File: src/rtl/lsu_pkg.sv
// Shared types and constants for the load/store unit.
//   mem_size_e  : access size encoding as produced by the decoder
//   lsu_state_e : LSU control states
//   BYTE_LANES  : byte lanes per memory word (32-bit data path)
package lsu_pkg;

  typedef enum logic [1:0] {
    SZ_BYTE    = 2'b00,
    SZ_HALF    = 2'b01,
    SZ_WORD    = 2'b10,
    SZ_ILLEGAL = 2'b11
  } mem_size_e;

  typedef enum logic [1:0] {
    IDLE = 2'b00,
    WAIT = 2'b01,
    RESP = 2'b10
  } lsu_state_e;

  localparam int BYTE_LANES = 4;
  localparam int DATA_W     = BYTE_LANES * 8;

endpackage

File: src/rtl/lsu_if.sv
// Interfaces for the load/store unit.
//   lsu_core_if : core-side request/response channel
//                 master = core (drives req_*, addr, wdata)
//                 slave  = LSU  (drives req_ready, stall, resp_*)
//   lsu_mem_if  : data-memory bus
//                 master = LSU    (drives mem_req/we/addr/be/wdata)
//                 slave  = memory (drives mem_ack, mem_rdata)
interface lsu_core_if
  import lsu_pkg::*;
#(
  parameter int WIDTH = 32
);
  logic             req_valid;
  logic             req_ready;
  logic             req_we;
  mem_size_e        req_size;
  logic             req_unsigned;
  logic [WIDTH-1:0] addr;
  logic [WIDTH-1:0] wdata;
  logic             stall;
  logic             resp_valid;
  logic [WIDTH-1:0] resp_rdata;
  logic             resp_err;

  modport master (
    output req_valid, req_we, req_size, req_unsigned, addr, wdata,
    input  req_ready, stall, resp_valid, resp_rdata, resp_err
  );

  modport slave (
    input  req_valid, req_we, req_size, req_unsigned, addr, wdata,
    output req_ready, stall, resp_valid, resp_rdata, resp_err
  );
endinterface

interface lsu_mem_if #(
  parameter int WIDTH = 32
);
  logic             mem_req;
  logic             mem_we;
  logic [WIDTH-1:0] mem_addr;
  logic [3:0]       mem_be;
  logic [WIDTH-1:0] mem_wdata;
  logic             mem_ack;
  logic [WIDTH-1:0] mem_rdata;

  modport master (
    output mem_req, mem_we, mem_addr, mem_be, mem_wdata,
    input  mem_ack, mem_rdata
  );

  modport slave (
    input  mem_req, mem_we, mem_addr, mem_be, mem_wdata,
    output mem_ack, mem_rdata
  );
endinterface

File: src/rtl/lsu_align.sv
// Combinational byte-lane formatter for the load/store unit.
// Inputs : size, is_unsigned, addr_lo (addr[1:0]), wdata (right-justified
//          store data), mem_rdata (raw memory word)
// Outputs: be (byte enables), wdata_rep (lane-replicated store data),
//          rdata_ext (aligned, sign/zero-extended load data),
//          misaligned (alignment fault or illegal size)
module lsu_align
  import lsu_pkg::*;
(
  input  mem_size_e          size,
  input  logic               is_unsigned,
  input  logic [1:0]         addr_lo,
  input  logic [DATA_W-1:0]  wdata,
  input  logic [DATA_W-1:0]  mem_rdata,
  output logic [BYTE_LANES-1:0] be,
  output logic [DATA_W-1:0]  wdata_rep,
  output logic [DATA_W-1:0]  rdata_ext,
  output logic               misaligned
);

  logic [DATA_W-1:0] shifted;
  logic              sign_fill;

  // Bring the addressed byte/half down to bit 0.
  assign shifted = mem_rdata >> {addr_lo, 3'b000};

  always_comb begin
    be         = '0;
    wdata_rep  = '0;
    rdata_ext  = '0;
    misaligned = 1'b0;
    sign_fill  = 1'b0;
    case (size)
      SZ_BYTE: begin
        be         = 4'b0001 << addr_lo;
        wdata_rep  = {4{wdata[7:0]}};
        sign_fill  = ~is_unsigned & shifted[7];
        rdata_ext  = {{24{sign_fill}}, shifted[7:0]};
      end
      SZ_HALF: begin
        be         = 4'b0011 << addr_lo;
        wdata_rep  = {2{wdata[15:0]}};
        misaligned = addr_lo[0];
        sign_fill  = ~is_unsigned & shifted[15];
        rdata_ext  = {{16{sign_fill}}, shifted[15:0]};
      end
      SZ_WORD: begin
        be         = 4'b1111;
        wdata_rep  = wdata;
        misaligned = (addr_lo != 2'b00);
        // Only reached with addr_lo == 0, so shifted is the raw word.
        rdata_ext  = shifted;
      end
      default: begin
        misaligned = 1'b1;
      end
    endcase
  end

endmodule

File: src/rtl/load_store_unit.sv
// Load/store unit: memory-access stage after the ALU.
// Ports:
//   clk, rst : clock and synchronous active-high reset
//   core     : lsu_core_if.slave - request (we/size/unsigned/addr/wdata),
//              req_ready, stall, one-cycle resp_valid with rdata/err
//   mem      : lsu_mem_if.master - req/ack data-memory bus
// Parameters:
//   WIDTH       : data/address width (32 only)
//   MEM_TIMEOUT : WAIT cycles without mem_ack before abort with error
module load_store_unit
  import lsu_pkg::*;
#(
  parameter int WIDTH       = 32,
  parameter int MEM_TIMEOUT = 16
)(
  input  logic       clk,
  input  logic       rst,
  lsu_core_if.slave  core,
  lsu_mem_if.master  mem
);

  localparam int CNT_W = (MEM_TIMEOUT > 1) ? $clog2(MEM_TIMEOUT) : 1;
  localparam logic [CNT_W-1:0] CNT_LAST = CNT_W'(MEM_TIMEOUT - 1);

  lsu_state_e       state_reg;
  logic [CNT_W-1:0] cnt_reg;
  logic             we_reg;
  mem_size_e        size_reg;
  logic             unsigned_reg;
  logic [1:0]       addr_lo_reg;

  logic             mem_req_reg;
  logic             mem_we_reg;
  logic [WIDTH-1:0] mem_addr_reg;
  logic [3:0]       mem_be_reg;
  logic [WIDTH-1:0] mem_wdata_reg;

  logic             resp_valid_reg;
  logic             resp_err_reg;
  logic [WIDTH-1:0] resp_rdata_reg;

  // The formatter sees the live request while IDLE (for the accept
  // decision and store lanes) and the latched request afterwards (for
  // aligning the returned load word).
  mem_size_e        sel_size;
  logic             sel_unsigned;
  logic [1:0]       sel_addr_lo;
  logic [3:0]       al_be;
  logic [WIDTH-1:0] al_wdata;
  logic [WIDTH-1:0] al_rdata;
  logic             al_misaligned;

  always_comb begin
    sel_size     = size_reg;
    sel_unsigned = unsigned_reg;
    sel_addr_lo  = addr_lo_reg;
    if (state_reg == IDLE) begin
      sel_size     = core.req_size;
      sel_unsigned = core.req_unsigned;
      sel_addr_lo  = core.addr[1:0];
    end
  end

  lsu_align u_align (
    .size        (sel_size),
    .is_unsigned (sel_unsigned),
    .addr_lo     (sel_addr_lo),
    .wdata       (core.wdata),
    .mem_rdata   (mem.mem_rdata),
    .be          (al_be),
    .wdata_rep   (al_wdata),
    .rdata_ext   (al_rdata),
    .misaligned  (al_misaligned)
  );

  always_ff @(posedge clk) begin
    if (rst) begin
      state_reg      <= IDLE;
      cnt_reg        <= '0;
      we_reg         <= 1'b0;
      size_reg       <= SZ_BYTE;
      unsigned_reg   <= 1'b0;
      addr_lo_reg    <= 2'b00;
      mem_req_reg    <= 1'b0;
      mem_we_reg     <= 1'b0;
      mem_addr_reg   <= '0;
      mem_be_reg     <= '0;
      mem_wdata_reg  <= '0;
      resp_valid_reg <= 1'b0;
      resp_err_reg   <= 1'b0;
      resp_rdata_reg <= '0;
    end else begin
      case (state_reg)
        IDLE: begin
          if (core.req_valid) begin
            we_reg       <= core.req_we;
            size_reg     <= core.req_size;
            unsigned_reg <= core.req_unsigned;
            addr_lo_reg  <= core.addr[1:0];
            if (al_misaligned) begin
              // Fault without touching memory; respond next cycle.
              resp_valid_reg <= 1'b1;
              resp_err_reg   <= 1'b1;
              resp_rdata_reg <= '0;
              state_reg      <= RESP;
            end else begin
              mem_req_reg   <= 1'b1;
              mem_we_reg    <= core.req_we;
              mem_addr_reg  <= {core.addr[WIDTH-1:2], 2'b00};
              mem_be_reg    <= al_be;
              mem_wdata_reg <= al_wdata;
              cnt_reg       <= '0;
              state_reg     <= WAIT;
            end
          end
        end
        WAIT: begin
          // Ack takes priority over a timeout expiring in the same cycle.
          if (mem.mem_ack) begin
            mem_req_reg    <= 1'b0;
            resp_valid_reg <= 1'b1;
            resp_err_reg   <= 1'b0;
            resp_rdata_reg <= we_reg ? '0 : al_rdata;
            state_reg      <= RESP;
          end else if (cnt_reg == CNT_LAST) begin
            mem_req_reg    <= 1'b0;
            resp_valid_reg <= 1'b1;
            resp_err_reg   <= 1'b1;
            resp_rdata_reg <= '0;
            state_reg      <= RESP;
          end else begin
            cnt_reg <= cnt_reg + 1'b1;
          end
        end
        RESP: begin
          resp_valid_reg <= 1'b0;
          resp_err_reg   <= 1'b0;
          resp_rdata_reg <= '0;
          state_reg      <= IDLE;
        end
        default: begin
          state_reg <= IDLE;
        end
      endcase
    end
  end

  assign core.req_ready  = (state_reg == IDLE);
  // Low in RESP so the core retires the instruction with the response.
  assign core.stall      = ((state_reg == IDLE) && core.req_valid) || (state_reg == WAIT);
  assign core.resp_valid = resp_valid_reg;
  assign core.resp_err   = resp_err_reg;
  assign core.resp_rdata = resp_rdata_reg;

  assign mem.mem_req   = mem_req_reg;
  assign mem.mem_we    = mem_we_reg;
  assign mem.mem_addr  = mem_addr_reg;
  assign mem.mem_be    = mem_be_reg;
  assign mem.mem_wdata = mem_wdata_reg;

endmodule

File: src/flat_wrapper.sv
// flat-port wrapper written by rule: the top's interface ports become plain ports
module load_store_unit_flat import lsu_pkg::*;
#(
  parameter int WIDTH       = 32,
  parameter int MEM_TIMEOUT = 16
)
  (clk, rst, core_req_valid, core_req_we, core_req_size, core_req_unsigned, core_addr, core_wdata, core_req_ready, core_stall, core_resp_valid, core_resp_rdata, core_resp_err, mem_mem_req, mem_mem_we, mem_mem_addr, mem_mem_be, mem_mem_wdata, mem_mem_ack, mem_mem_rdata);
  lsu_core_if #(.WIDTH(WIDTH)) core_i ();
  lsu_mem_if #(.WIDTH(WIDTH)) mem_i ();
  input  logic clk;
  input  logic rst;
  input wire logic [$bits(core_i.req_valid)-1:0] core_req_valid;
  input wire logic [$bits(core_i.req_we)-1:0] core_req_we;
  input wire logic [$bits(core_i.req_size)-1:0] core_req_size;
  input wire logic [$bits(core_i.req_unsigned)-1:0] core_req_unsigned;
  input wire logic [$bits(core_i.addr)-1:0] core_addr;
  input wire logic [$bits(core_i.wdata)-1:0] core_wdata;
  output wire logic [$bits(core_i.req_ready)-1:0] core_req_ready;
  output wire logic [$bits(core_i.stall)-1:0] core_stall;
  output wire logic [$bits(core_i.resp_valid)-1:0] core_resp_valid;
  output wire logic [$bits(core_i.resp_rdata)-1:0] core_resp_rdata;
  output wire logic [$bits(core_i.resp_err)-1:0] core_resp_err;
  output wire logic [$bits(mem_i.mem_req)-1:0] mem_mem_req;
  output wire logic [$bits(mem_i.mem_we)-1:0] mem_mem_we;
  output wire logic [$bits(mem_i.mem_addr)-1:0] mem_mem_addr;
  output wire logic [$bits(mem_i.mem_be)-1:0] mem_mem_be;
  output wire logic [$bits(mem_i.mem_wdata)-1:0] mem_mem_wdata;
  input wire logic [$bits(mem_i.mem_ack)-1:0] mem_mem_ack;
  input wire logic [$bits(mem_i.mem_rdata)-1:0] mem_mem_rdata;
  assign core_i.req_valid = core_req_valid;
  assign core_i.req_we = core_req_we;
  assign core_i.req_size = core_req_size;
  assign core_i.req_unsigned = core_req_unsigned;
  assign core_i.addr = core_addr;
  assign core_i.wdata = core_wdata;
  assign core_req_ready = core_i.req_ready;
  assign core_stall = core_i.stall;
  assign core_resp_valid = core_i.resp_valid;
  assign core_resp_rdata = core_i.resp_rdata;
  assign core_resp_err = core_i.resp_err;
  assign mem_mem_req = mem_i.mem_req;
  assign mem_mem_we = mem_i.mem_we;
  assign mem_mem_addr = mem_i.mem_addr;
  assign mem_mem_be = mem_i.mem_be;
  assign mem_mem_wdata = mem_i.mem_wdata;
  assign mem_i.mem_ack = mem_mem_ack;
  assign mem_i.mem_rdata = mem_mem_rdata;
  load_store_unit #(.WIDTH(WIDTH), .MEM_TIMEOUT(MEM_TIMEOUT)) u_core (.clk(clk), .rst(rst), .core(core_i), .mem(mem_i));
endmodule
File: config.mk
export PLATFORM = sky130hd
export DESIGN_NAME = load_store_unit_flat
export DESIGN_NICKNAME = d
export VERILOG_FILES = /design/src/rtl/lsu_pkg.sv /design/src/rtl/lsu_if.sv /design/src/rtl/lsu_align.sv /design/src/rtl/load_store_unit.sv /design/src/flat_wrapper.sv
export SDC_FILE = /design/constraint.sdc
export NUM_CORES = 1
export LEC_CHECK = 0
export CORE_ASPECT_RATIO = 0.6
export CORE_MARGIN = 3
export CORE_UTILIZATION = 45
export DETAILED_ROUTE_END_ITERATION = 7
export PLACE_DENSITY = 0.84
export SYNTH_ARGS = -nofsm -noshare
export SYNTH_HDL_FRONTEND = slang
export SYNTH_SLANG_ARGS = --single-unit
File: constraint.sdc
create_clock -name clk -period 6.4 [get_ports clk]
set_input_delay 1.92 -clock clk [delete_from_list [all_inputs] [get_ports clk]]
set_output_delay 1.92 -clock clk [all_outputs]
set_load 0.01 [all_outputs]
Yosys cells after proc, flatten, opt, wreduce, memory -nomap -nowiden. Cells that the tools add are included.

Flip-flop bits (word level): 114. Latch bits: 0. Bits in writable memories: 0. Bits in read-only memories: 0. Input bits: 104. Output and inout bits: 106. Logic and storage cells: 81. Memories: 0.

Add/sub/neg operators: 1. $mul: 0. Divide/modulo/power cells: 0. Order comparisons: 0. Equality and inequality tests: 11. Shift-type cells: 3. Muxes and demuxes: 35. Bitwise gates (word level): 4. Reduce and logical (&&, ||, !) cells: 13.

Operators by type and width (count): $pmux 32 s3 (3); $mux 32 (5); $shr 32x5->32 (1); $mux 4 (4); $mux 2 (6); $pmux 4 s3 (1); $mux 1 (10); $pmux 1 s3 (3); $ne 2x2->1 const B (4); $pmux 4 s2 (1); $reduce_and 4->1 (2); $reduce_and 5->1 (1); $add 4x1->4 const B (1); $eq 2x1->1 const B (2); $eq 2x2->1 const B (2); $eq 4x4->1 const B (1); $logic_not 2->1 (2); $pmux 2 s2 (1); $reduce_and 2->1 (2); $reduce_bool 2->1 (2); $shl 1x2->4 const A (1); $shl 2x2->4 const A (1); $ne 3x2->1 const B (1); $reduce_and 3->1 (1); other kinds (7) (9).

Depth between registers and ports, before layout.
Word-level depth: 8. Depth in mapped cells: 11. Depth with buffers taken out: 8.

By module. From an unflattened synthesis, not the netlist that was laid out.

Cell total of the unflattened synthesis: 626. Area total of the unflattened synthesis: 5372.7 um2.

By module, submodules not included: load_store_unit (instances 1, cells an instance 452, area each 4191.5 um2, sequential area each 2282.2 um2); lsu_align (instances 1, cells an instance 174, area each 1181.1 um2, sequential area each 0.0 um2).

Least setup slack after synthesis. OpenSTA, ideal clock, no wires.

Path type: input to output. Start point: input port core_req_valid. End point: output port core_stall. Data arrival time: 2229 ps. Required time: 4480 ps. Slack: 2251 ps. Cell stages on the path: 2. Buffers on the path: 0. Cells stage by stage: nand2_1 nand2_1.

Longest elaborated chain between the ends: 2.

RTL lines: from (decl) (RTL line flat_wrapper.sv:12) `input wire logic [$bits(core_i.req_valid)-1:0] core_req_valid;`; $logic_and 1x1->1 (RTL line load_store_unit.sv:150) `assign core.stall = ((state_reg == IDLE) && core.req_valid) || (state_reg == WAIT);`; $logic_or 1x1->1 (RTL line load_store_unit.sv:150); to (decl) (RTL line flat_wrapper.sv:19) `output wire logic [$bits(core_i.stall)-1:0] core_stall;`.

Every way passes these cells.

Final worst setup path. Ends and elaborated chain as after synthesis.

==> Implementation_results.wiki <==
{| class="wikitable"
! Metric !! Value
|-
| Crit share post-route || between 80% and 90%
|-
| Post-synthesis area per instance || approximately 8.2 sq um
|-
| Setup slack, reg-to-reg || 2480 ps
|-
| Clock latency reported for the late side of the worst-skew pair || between 400 and 500 ps
|-
| End point of the most critical hold path || u_core.mem.mem_addr[6]$_SDFFE_PP0P_
|-
| Chip height || around 90 microns
|-
| Transition time at the pin with the least slew margin || about 1200 ps
|-
| Antenna violations before repair || 0
|-
| Data required time of the critical path || ~4500 ps
|-
| Clock Skew || around 7.7 ps
|-
| Largest net degree at the start of global routing || 94
|-
| Filler instances || 815
|-
| Sequence of cells on the critical path || clkdlybuf4s50_1 -> nand2_1 -> nand2_1 -> clkdlybuf4s50_1
|-
| Post-DR wirelength/cell || 18.2 microns
|-
| Met1 capacity usage during global routing || between 30% and 40%
|-
| Total power of the final layout || ~0.0034 W
|-
| Maximum achievable frequency || ~0.18 GHz
|-
| Time the final worst path needs with I/O delays and setup || around 5400 ps
|-
| Number of vias per cell || between 5 and 6
|-
| Starting DRC count in detailed routing || around 390
|-
| Startpoint of the most critical hold path || u_core.mem.mem_addr[6]$_SDFFE_PP0P_
|-
| Setup violators final || 0
|-
| GRT Residual Overflow || 0
|-
| Count of flip-flops with a built-in enable after synthesis || 0
|-
| FF+latch count, synth || around 110
|-
| Yosys cell types || 46
|-
| H-tree levels || 4
|-
| Number of post-CTS setup repair buffers || 0
|-
| Top FF cell, synth || sky130_fd_sc_hd__dfxtp_1
|-
| Buffers added on ports || between 200 and 250
|-
| Count of nets after finishing || slightly above 900
|-
| Wire length of the first global-routing pass || between 20000 and 30000 microns
|-
| Vias post-DR || between 5000 and 6000
|-
| Fraction of final layout cells sized beyond drive strength 1 || ~7.2%
|-
| Clock edge transition at the registers on the reported setup and hold paths || 60 ps
|-
| CTS Buf Count || 17
|-
| Cell count after synthesis || between 600 and 700
|-
| Max-Slew Margin vs Limit || 17.8%
|-
| Power density over cell area || 442 mW/mm^2
|-
| Total GRT Usage || between 20% and 30%
|-
| Worst slack on hold paths || roughly 450 ps
|-
| Post_cts resized || 0
|-
| Arrival time of the worst setup path || 3500 ps
|-
| Final Slew Violations || 0
|-
| Number of antenna diodes || 0
|-
| Detailed-route DRC error count || 0
|-
| Placed wire-length estimate after detailed placement || 12600 microns
|-
| Beginning of the worst register-to-register path || u_core.state_reg[1]$_SDFFE_PP0P_
|-
| Total Routed Length || around 17000 microns
|-
| I/O pin cnt || 210
|-
| Number of max-capacitance violations reported || 0
|-
| Category of the most critical setup path || input port to primary output
|-
| Count of endpoints failing hold in the final timing report || 0
|-
| TNS Setup || 0 ps
|-
| Family with the most delay on the worst path || buffers and inverters
|-
| Worst R2R End || u_core.mem.mem_wdata[26]$_SDFFE_PP0P_
|-
| Endpoint type of the worst setup path || primary output
|-
| Master cell of the clock root buffer || sky130_fd_sc_hd__clkbuf_16
|-
| Count of buffering cells on the critical path with inverters included || 2
|-
| Setup slack after layout || around 980 ps
|-
| Cell area after technology mapping || a little over 0.005 sq mm
|-
| Post-synthesis sequential area ratio || 45.2%
|-
| Busiest grt layer || met2
|-
| Area of the core region || around 0.011 sq mm
|-
| Antenna viol nets, final || 0
|-
| Post-placement worst setup slack || between 900 and 1000 ps
|-
| CTS sink cnt || 114
|-
| Number of global-route vias before repair || approximately 5200
|-
| Type of the worst min-delay path || flip-flop to flip-flop
|-
| Effective utilization at floorplan || 47.0%
|-
| Routability congestion estimate from global placement || between 0.8 and 0.9
|-
| RSZ-0062 raised after global routing || no
|-
| Leak pwr || about 3.0 nW
|-
| Number of hold-repair buffers added at the cts stage || 0
|-
| Bufs on Longest Clock Path || 2
|-
| Floorplan die area || around 0.013 sq mm
|-
| Worst Setup Start Kind || input port
|-
| Yosys warns || 0
|-
| Global-route track usage on met2 || between 40% and 50%
|-
| Depth of the worst register-to-register path || 9
|-
| TritonCTS clock tree || built
|-
| Max stage delay on crit path || 570 ps
|-
| Maximum fanout count along the critical path || 9
|-
| VDD IR-drop max || 0.000282 V
|-
| Chip width || between 100 and 150 microns
|-
| Area grow syn2layout || 53.5%
|-
| Met3 routing resource usage after global routing || 11.6%
|-
| Slowest cell on crit path || sky130_fd_sc_hd__clkdlybuf4s50_1
|-
| Outcome || completed
|-
| Standard-cell row count || 29
|-
| Synth async-reset ratio || 0%
|-
| First-pass iteration count of the detailed router || 5
|-
| Hold depth || 2
|}
[synth_stat cells, types with 2 or more instances]
master | count | area share, %
sky130_fd_sc_hd__buf_4 | 3 | 0.45
sky130_fd_sc_hd__a311oi_1 | 3 | 0.52
sky130_fd_sc_hd__mux2_2 | 10 | 2.2
sky130_fd_sc_hd__a32oi_1 | 8 | 1.4
sky130_fd_sc_hd__nand4_1 | 2 | 0.25
sky130_fd_sc_hd__o22ai_1 | 2 | 0.25
sky130_fd_sc_hd__a221oi_1 | 25 | 4.3
sky130_fd_sc_hd__nor3_1 | 28 | 2.8
sky130_fd_sc_hd__nand2b_1 | 8 | 0.99
sky130_fd_sc_hd__and3_1 | 2 | 0.25
sky130_fd_sc_hd__nand3_1 | 2 | 0.20
sky130_fd_sc_hd__o2bb2ai_1 | 3 | 0.52
sky130_fd_sc_hd__a22oi_1 | 9 | 1.3
sky130_fd_sc_hd__dfxtp_1 | 114 | 45
sky130_fd_sc_hd__buf_2 | 9 | 0.89
sky130_fd_sc_hd__a21oi_1 | 56 | 5.6
sky130_fd_sc_hd__ha_1 | 4 | 0.99
sky130_fd_sc_hd__o31ai_1 | 2 | 0.30
sky130_fd_sc_hd__nor2_1 | 48 | 3.6
sky130_fd_sc_hd__a221o_1 | 16 | 3.2
sky130_fd_sc_hd__nand3b_1 | 2 | 0.30
sky130_fd_sc_hd__inv_1 | 3 | 0.22
sky130_fd_sc_hd__nand2_1 | 158 | 12
sky130_fd_sc_hd__o21ai_0 | 21 | 2.1
sky130_fd_sc_hd__and2_1 | 3 | 0.37
sky130_fd_sc_hd__mux2i_1 | 20 | 4.0
sky130_fd_sc_hd__clkbuf_1 | 33 | 2.5
sky130_fd_sc_hd__buf_1 | 3 | 0.22
[cell type report]
type,instances,area [sq um],area share [%]
repair buffers,214,2120,27.4
clock inverters,14,133,1.71
flip-flops and latches,114,2280,29.5
well taps,139,174,2.25
clock buffers,18,439,5.67
multi-input cells,450,2580,33.3
inverters,4,15.0,0.194
[where the power goes]
part | switching [W] | internal [W] | total [W]
Combinational | 0.000880 | 0.000658 | 0.00154
Clock | 0.000357 | 0.000548 | 0.000905
Sequential | 0.0000975 | 0.000880 | 0.000978
[cells by family (layout without fill, tap and decap cells)]
logic type / Yosys count / in the layout / synth area share, %
and+or+nand+nor: 260 / 260 / 22.0
AOI/OAI and AO/OA: 154 / 154 / 21.2
DFF: 114 / 114 / 45.2
buffers and inverters: 52 / 250 / 4.31
muxes: 30 / 30 / 6.20
adders and majority gates: 4 / 4 / 0.992
other: 1 / 2 / 0.0743
[per-stage QoR]
stage	area, sq um	utilization [%]	cells
global placement	7170	66.8	921
CTS	7740	72.1	953
floorplan	5050	-	616
finish	7740	72.1	953
global route	7740	72.1	953
detailed placement	7170	66.8	921
[worst max-delay path by stage]
| stage | from | endpoint | cells after the start |
|---|---|---|---|
| after floorplan | core_req_valid | core_stall | 2 |
| after global placement | core_req_valid | core_stall | 4 |
| after detailed placement | core_addr[0] | u_core.mem.mem_wdata[26]$_SDFFE_PP0P_ | 7 |
| after CTS | core_req_valid | core_stall | 4 |
| after global routing | core_req_valid | core_stall | 4 |
| final | core_req_valid | core_stall | 4 |
[routing by layer]
layer  vias to the layer above  routed length, microns
met2                       264                    7780
li1                       2558                       -
met3                        28                    1850
met5                         -                       0
met4                         0                     275
met1                      2521                    7420
[cell usage in the layout, fill, tap and decap left out, types with 3 or more instances in the layout]
cell,netlist,routed
sky130_fd_sc_hd__a21oi_1,56,56
sky130_fd_sc_hd__a221o_1,16,16
sky130_fd_sc_hd__a221oi_1,25,25
sky130_fd_sc_hd__a22oi_1,9,9
sky130_fd_sc_hd__a311oi_1,3,3
sky130_fd_sc_hd__a32oi_1,8,8
sky130_fd_sc_hd__and2_1,3,3
sky130_fd_sc_hd__buf_4,3,7
sky130_fd_sc_hd__clkbuf_16,0,17
sky130_fd_sc_hd__clkdlybuf4s50_1,0,206
sky130_fd_sc_hd__clkinv_4,0,6
sky130_fd_sc_hd__clkinvlp_4,0,3
sky130_fd_sc_hd__dfxtp_1,114,114
sky130_fd_sc_hd__ha_1,4,4
sky130_fd_sc_hd__inv_1,3,3
sky130_fd_sc_hd__mux2_2,10,10
sky130_fd_sc_hd__mux2i_1,20,18
sky130_fd_sc_hd__nand2_1,158,158
sky130_fd_sc_hd__nand2b_1,8,8
sky130_fd_sc_hd__nor2_1,48,48
sky130_fd_sc_hd__nor3_1,28,28
sky130_fd_sc_hd__o21ai_0,21,21
sky130_fd_sc_hd__o2bb2ai_1,3,3
[worst register-to-register path, delay by kind of cell, from the launching register on]
kind,cells,cell delay (ps)
AOI/OAI and AO/OA,1,860
adders and majority gates,1,160
buffers and inverters,3,790
DFF,1,310
muxes,1,1000
and+or+nand+nor,3,690
Power figures use the tool's default switching activity.
==> variant 1 (same settings) <==
Re-encode `lsu_state_e` (3 states) as one-hot, 3 bits wide.
--- a/src/rtl/lsu_pkg.sv
+++ b/src/rtl/lsu_pkg.sv
@@ -12,8 +12,8 @@
   } mem_size_e;
 
-  typedef enum logic [1:0] {
-    IDLE = 2'b00,
-    WAIT = 2'b01,
-    RESP = 2'b10
+  typedef enum logic [2:0] {
+    IDLE = 3'b001,
+    WAIT = 3'b010,
+    RESP = 3'b100
   } lsu_state_e;
 
Check against the original RTL: same outputs for any inputs over 4 cycles, from zero or initial values and one cycle with rst high; so few cycles prove little.
==> variant 1 against the unedited design <==
  * Hold slack got worse by 1.0 ps
  * Sequential cell count is 1 higher
  * Design area up 2.5%
  * Critical path depth unchanged
  * Wire length is 2.2% higher
  * Area after synthesis up 3.0%
  * Setup slack improved by 200 ps
  * Synthesized cell count shrank 8.1%
  * Sequential share of layout area shrank 0.45 points
  * Register-to-register slack gained 400 ps
Power is not compared: it rests on default switching activity, and its combinational part moved more than twofold at a synthesized area within 25%.
==> variant 1: results (changes against the unedited design) <==
* Worst r2r dst: u_core.core.resp_rdata[17]
* Status: finished, final reports clean
* Register area share after synthesis at 44.3% (-0.94 points)
* Clock latency on the worst-skew pair at 410 ps (about the same)
* Max rail drop VDD at 0.000229 V
* Routed WL at 17700 µm (+2.2%)
* Initial antenna violation count at 0 (unchanged)
* Worst reg-to-reg setup slack at 2880 ps (+400 ps)
* CP endpoint: core_stall
* Synth Warn # at 0 (unchanged)
* Dpl hpwl at 12600 µm (+0.14%)
* # Post-CTS Setup Buffers at 0 (unchanged)
* Global Route Usage Sum at 27.3% (+0.28 points)
* Unique masters post-synth at 60 (+30%)
* CTS root buffer: clkbuf_16
* First-pass GRT wire length at 27000 µm (+1.2%)
* CTS clock-pin slew for the worst setup and hold paths at 60 ps (about the same)
* # H-tree levels at 4 (unchanged)
* RR Startpoint: u_core.state_reg[0]
* CP arrival at 3300 ps (-200 ps)
* Min-Delay Path Class: reg2reg
* Slowest CP cell: clkdlybuf4s50_1
* CTS Buffer Depth at 2 (unchanged)
* Largest cells by area after synthesis: dfxtp_1, nand2_1, mux2_2
* Drt first pass iters at 6 (+1)
* CP max FO at 3 (-6)
* Post-synth ARST share at 0% (unchanged)
* Number of DRC markers in iteration 0 at 471 (+22%)
* GP Congestion at 0.885 (-0.82%)
* Worst-Margin Slew at 1130 ps (-98.7 ps)
* Clock Skews at 8.76 ps (+1.09 ps)
* Synth cell count leaders: dfxtp_1, nand2_1, a21oi_1
* Largest net degree at the start of global routing at 81 (-14%)
* Nets at 859 (-5.5%)
* Share of layout cells above drive strength 1 at 12.6% (+5.4 points)
* Post-CTS sizing at 0 (unchanged)
* CTS buffer count at 17 (unchanged)
* Leak at 0.00283 µW
* Reg2reg path depth at 5 (-4)
* Number of global-route vias before repair at 5069 (-2.2%)
* DR vias at 5317 (-1.0%)
## variant 1: cell types whose count changed in the layout (fill, tap and decap cells not counted), sizes merged, moves of 5 or more
cell,delta
a22o,+7
a221o,-16
mux2i,-8
o21ai,+5
nand2,-71
mux2,+19
a22oi,+14
mux4,+7
## variant 1: power breakdown
group / total (µW) / switching [µW] / internal, µW
Combinational: 415 / 213 / 202
Sequential: 773 / 21.9 / 751
Clock: 1000 / 333 / 669
Total: 2190 / 567 / 1620
## variant 1: metal layers
metal / vias up / wire length (µm) / GRT usage, %
met3: 35 / 1480 / 5.40
met4: 0 / 445 / 12.2
met5: - / 0 / 0
li1: 2450 / - / -
met1: 2565 / 7570 / 36.8
met2: 267 / 8210 / 42.9
## variant 1: cell type report
type,instances,area (µm²)
fill,774,2990
multi-input combinational,402,2680
sequential,115,2300
timing repair buffer,214,2120
clock buffer,22,464
tap,155,194
clock inverter,10,155
inverter,4,15.0
## variant 1: cell families after synthesis
kind of cell | Yosys count | share of synthesized area, %
adders and majority gates | 2 | 0.433
buffers and inverters | 49 | 4.60
and+or+nand+nor | 186 | 15.7
xor gates and xnor gates | 3 | 0.650
AOI/OAI and AO/OA | 161 | 22.2
DFF | 115 | 44.3
other | 1 | 0.0721
muxes | 48 | 12.1
## variant 1: how the worst min path moves through the flow
stage | startpoint | end | cells past startpoint
2_1_floorplan | u_core.we_reg | u_core.we_reg | 2
3_3_place_gp | u_core.mem.mem_addr[6] | u_core.mem.mem_addr[6] | 2
3_5_place_dp | u_core.mem.mem_addr[28] | u_core.mem.mem_addr[28] | 2
4_1_cts | u_core.mem.mem_addr[28] | u_core.mem.mem_addr[28] | 2
5_1_grt | u_core.mem.mem_addr[14] | u_core.mem.mem_addr[14] | 2
6_report | u_core.mem.mem_addr[10] | u_core.mem.mem_addr[10] | 2
## variant 1: metrics by stage
step / hold WS, ps / area (µm²) / setup slack [ps] / power [µW] / cells
after floorplan: 461 / 5200 / 2190 / 1010 / 566
after global placement: 441 / 7310 / 1200 / 1180 / 890
after detailed placement: 446 / 7310 / 1200 / 1190 / 890
after CTS: 454 / 7930 / 1190 / 2190 / 922
after global routing: 465 / 7930 / 1080 / 2270 / 922
final: 453 / 7930 / 1180 / 2190 / 922
## variant 1: worst max-delay path: cells and delay by family
family | cells | cell delay, ps
AOI/OAI and AO/OA | 1 | 220
buffers and inverters | 2 | 1040
and+or+nand+nor | 1 | 120
==> variant 2 (same flow settings) <==
Made on the original files. `MEM_TIMEOUT` is set to 16 in 2 places; all go to 8.
--- a/src/rtl/load_store_unit.sv
+++ b/src/rtl/load_store_unit.sv
@@ -12,5 +12,5 @@
 #(
   parameter int WIDTH       = 32,
-  parameter int MEM_TIMEOUT = 16
+  parameter int MEM_TIMEOUT = 8
 )(
   input  logic       clk,
--- a/src/flat_wrapper.sv
+++ b/src/flat_wrapper.sv
@@ -3,5 +3,5 @@
 #(
   parameter int WIDTH       = 32,
-  parameter int MEM_TIMEOUT = 16
+  parameter int MEM_TIMEOUT = 8
 )
   (clk, rst, core_req_valid, core_req_we, core_req_size, core_req_unsigned, core_addr, core_wdata, core_req_ready, core_stall, core_resp_valid, core_resp_rdata, core_resp_err, mem_mem_req, mem_mem_we, mem_mem_addr, mem_mem_be, mem_mem_wdata, mem_mem_ack, mem_mem_rdata);
Behaviour: same outputs for any inputs over 4 cycles, from zero or initial values and one cycle with rst high; that may be too few to reach the edited logic, so the function may still have changed.
==> variant 2 against the unedited design <==
  * Synthesized cell count up 0.33%
  * Design area is 0.61% lower
  * Sequential share of layout area fell by 0.078 points
  * Area after synthesis is 1.2% lower
  * Wire length decreased by 1.1%
  * Sequential cell count is 1 lower
  * Non-clock buffer count fell by 1
  * Setup slack gained 82 ps
  * Largest power group is now clock
  * Critical path type unchanged
  * Sequential power fell by 15%
  * Total power shrank 24%
  * Largest cell class unchanged
  * Clock power increased by 8.6%
  * Hold slack got worse by 3.1 ps
==> variant 2: results (changes against the unedited design) <==
* Leak at 0.00294 µW (-0.85%)
* Nets at 910 (+0.11%)
* # H-tree levels at 4 (unchanged)
* CP max FO at 10 (+1)
* Share of layout cells above drive strength 1 at 7.50% (+0.25 points)
* Reg2reg path depth at 10 (+1)
* Worst reg-to-reg setup slack at 2870 ps (+390 ps)
* Finished Core Util at 72.1% (about the same)
* Number of DRC markers in iteration 0 at 418 (+8.6%)
* Synth Area in Compound Gates at 21.1% (-0.12 points)
* Routed WL at 17100 µm (-1.1%)
* First-pass GRT wire length at 26100 µm (-2.1%)
* Post-synthesis mux area share at 5.07% (-1.1 points)
* Number of global-route vias before repair at 4985 (-3.8%)
* Largest net degree at the start of global routing at 49 (-48%)
* DP Area at 7080 µm² (-1.3%)
* Status: finished, final reports clean
* Port Buffers at 207 (unchanged)
* Max rail drop VDD at 0.000244 V (-14%)
* Avg Synthesized Cell Area at 8.08 µm² (-1.5%)
* Adder-Cell Fraction of Synth Area at 1.25% (+0.26 points)
* Routed vias/inst at 5.51 (-2.2%)
* Synth Warn # at 0 (unchanged)
* GP Congestion at 0.942 (+5.6%)
* Final cell count without fillers at 952 (-0.10%)
* CP arrival at 3410 ps (-90 ps)
* Global Route Usage Sum at 26.8% (-0.17 points)
* Clock Skews at 5.66 ps (-2.01 ps)
* Register area share after synthesis at 45.4% (+0.14 points)
* Slew HR at 15.3% (-2.5 points)
* Largest cells by area after synthesis: dfxtp_1, nand2_1, a21oi_1
* Worst r2r dst: u_core.mem.mem_wdata[22]
* Dpl hpwl at 12500 µm (-0.51%)
-- variant 2: cell count changes in the layout (fill, tap and decap cells not counted), sizes merged, moves of 9 or more --
| cell | before | now |
|---|---|---|
| a221oi | 25 | 8 |
| a22oi | 9 | 26 |
| a211oi | 1 | 13 |
| nor2 | 48 | 58 |
| a21oi | 56 | 65 |
| a221o | 16 | 7 |
| mux2i | 20 | 11 |
-- variant 2: metal layers --
layer	track usage (%)	part of all wire (%)	vias to the layer above
li1	-	-	2517
met1	35.7	42	2433
met2	42.9	46	262
met3	7.15	9.6	38
met4	9.06	2.3	0
met5	0	0	-
-- variant 2: worst min-delay path by stage --
stage	depth (start not counted)	slack (ps)	to	startpoint
2_1_floorplan	2	430	u_core.unsigned_reg	u_core.unsigned_reg
3_3_place_gp	2	440	u_core.mem.mem_addr[2]	u_core.mem.mem_addr[2]
4_1_cts	2	450	u_core.mem.mem_we	u_core.mem.mem_we
5_1_grt	2	470	u_core.mem.mem_we	u_core.mem.mem_we
3_5_place_dp	2	450	u_core.mem.mem_we	u_core.mem.mem_we
6_report	2	450	u_core.mem.mem_we	u_core.mem.mem_we
-- variant 2: through the flow --
step                hold WS, ps  setup WS (ps)
floorplan                   432           2230
global placement            442           1090
detailed placement          446           1080
CTS                         453           1060
global route                469            997
finish                      451           1070
-- variant 2: power breakdown --
group	internal [µW]	switching [µW]	leakage, µW
combinational	348	446	0.00171
clock	665	318	0.000305
sequential	785	48.8	0.000921
-- variant 2: cell type report --
type,count,area share [%]
Sequential cell,113,29.4
Inverter,4,0.228
Multi-Input combinational cell,452,32.5
Clock inverter,11,2.10
Tap cell,139,2.26
Timing Repair Buffer,213,27.6
Clock buffer,20,5.93
-- variant 2: worst max-delay path, stage by stage --
cell             delay, ps
clkdlybuf4s50_1        510
nand2_1                270
nand2b_1               170
clkdlybuf4s50_1        540
-- variant 2: kinds of logic after synthesis --
kind of cell | count (synthesis)
adders and majority gates | 5
and+or+nand+nor | 263
buffers and inverters | 53
AOI/OAI and AO/OA | 159
muxes | 23
other | 1
DFF | 113
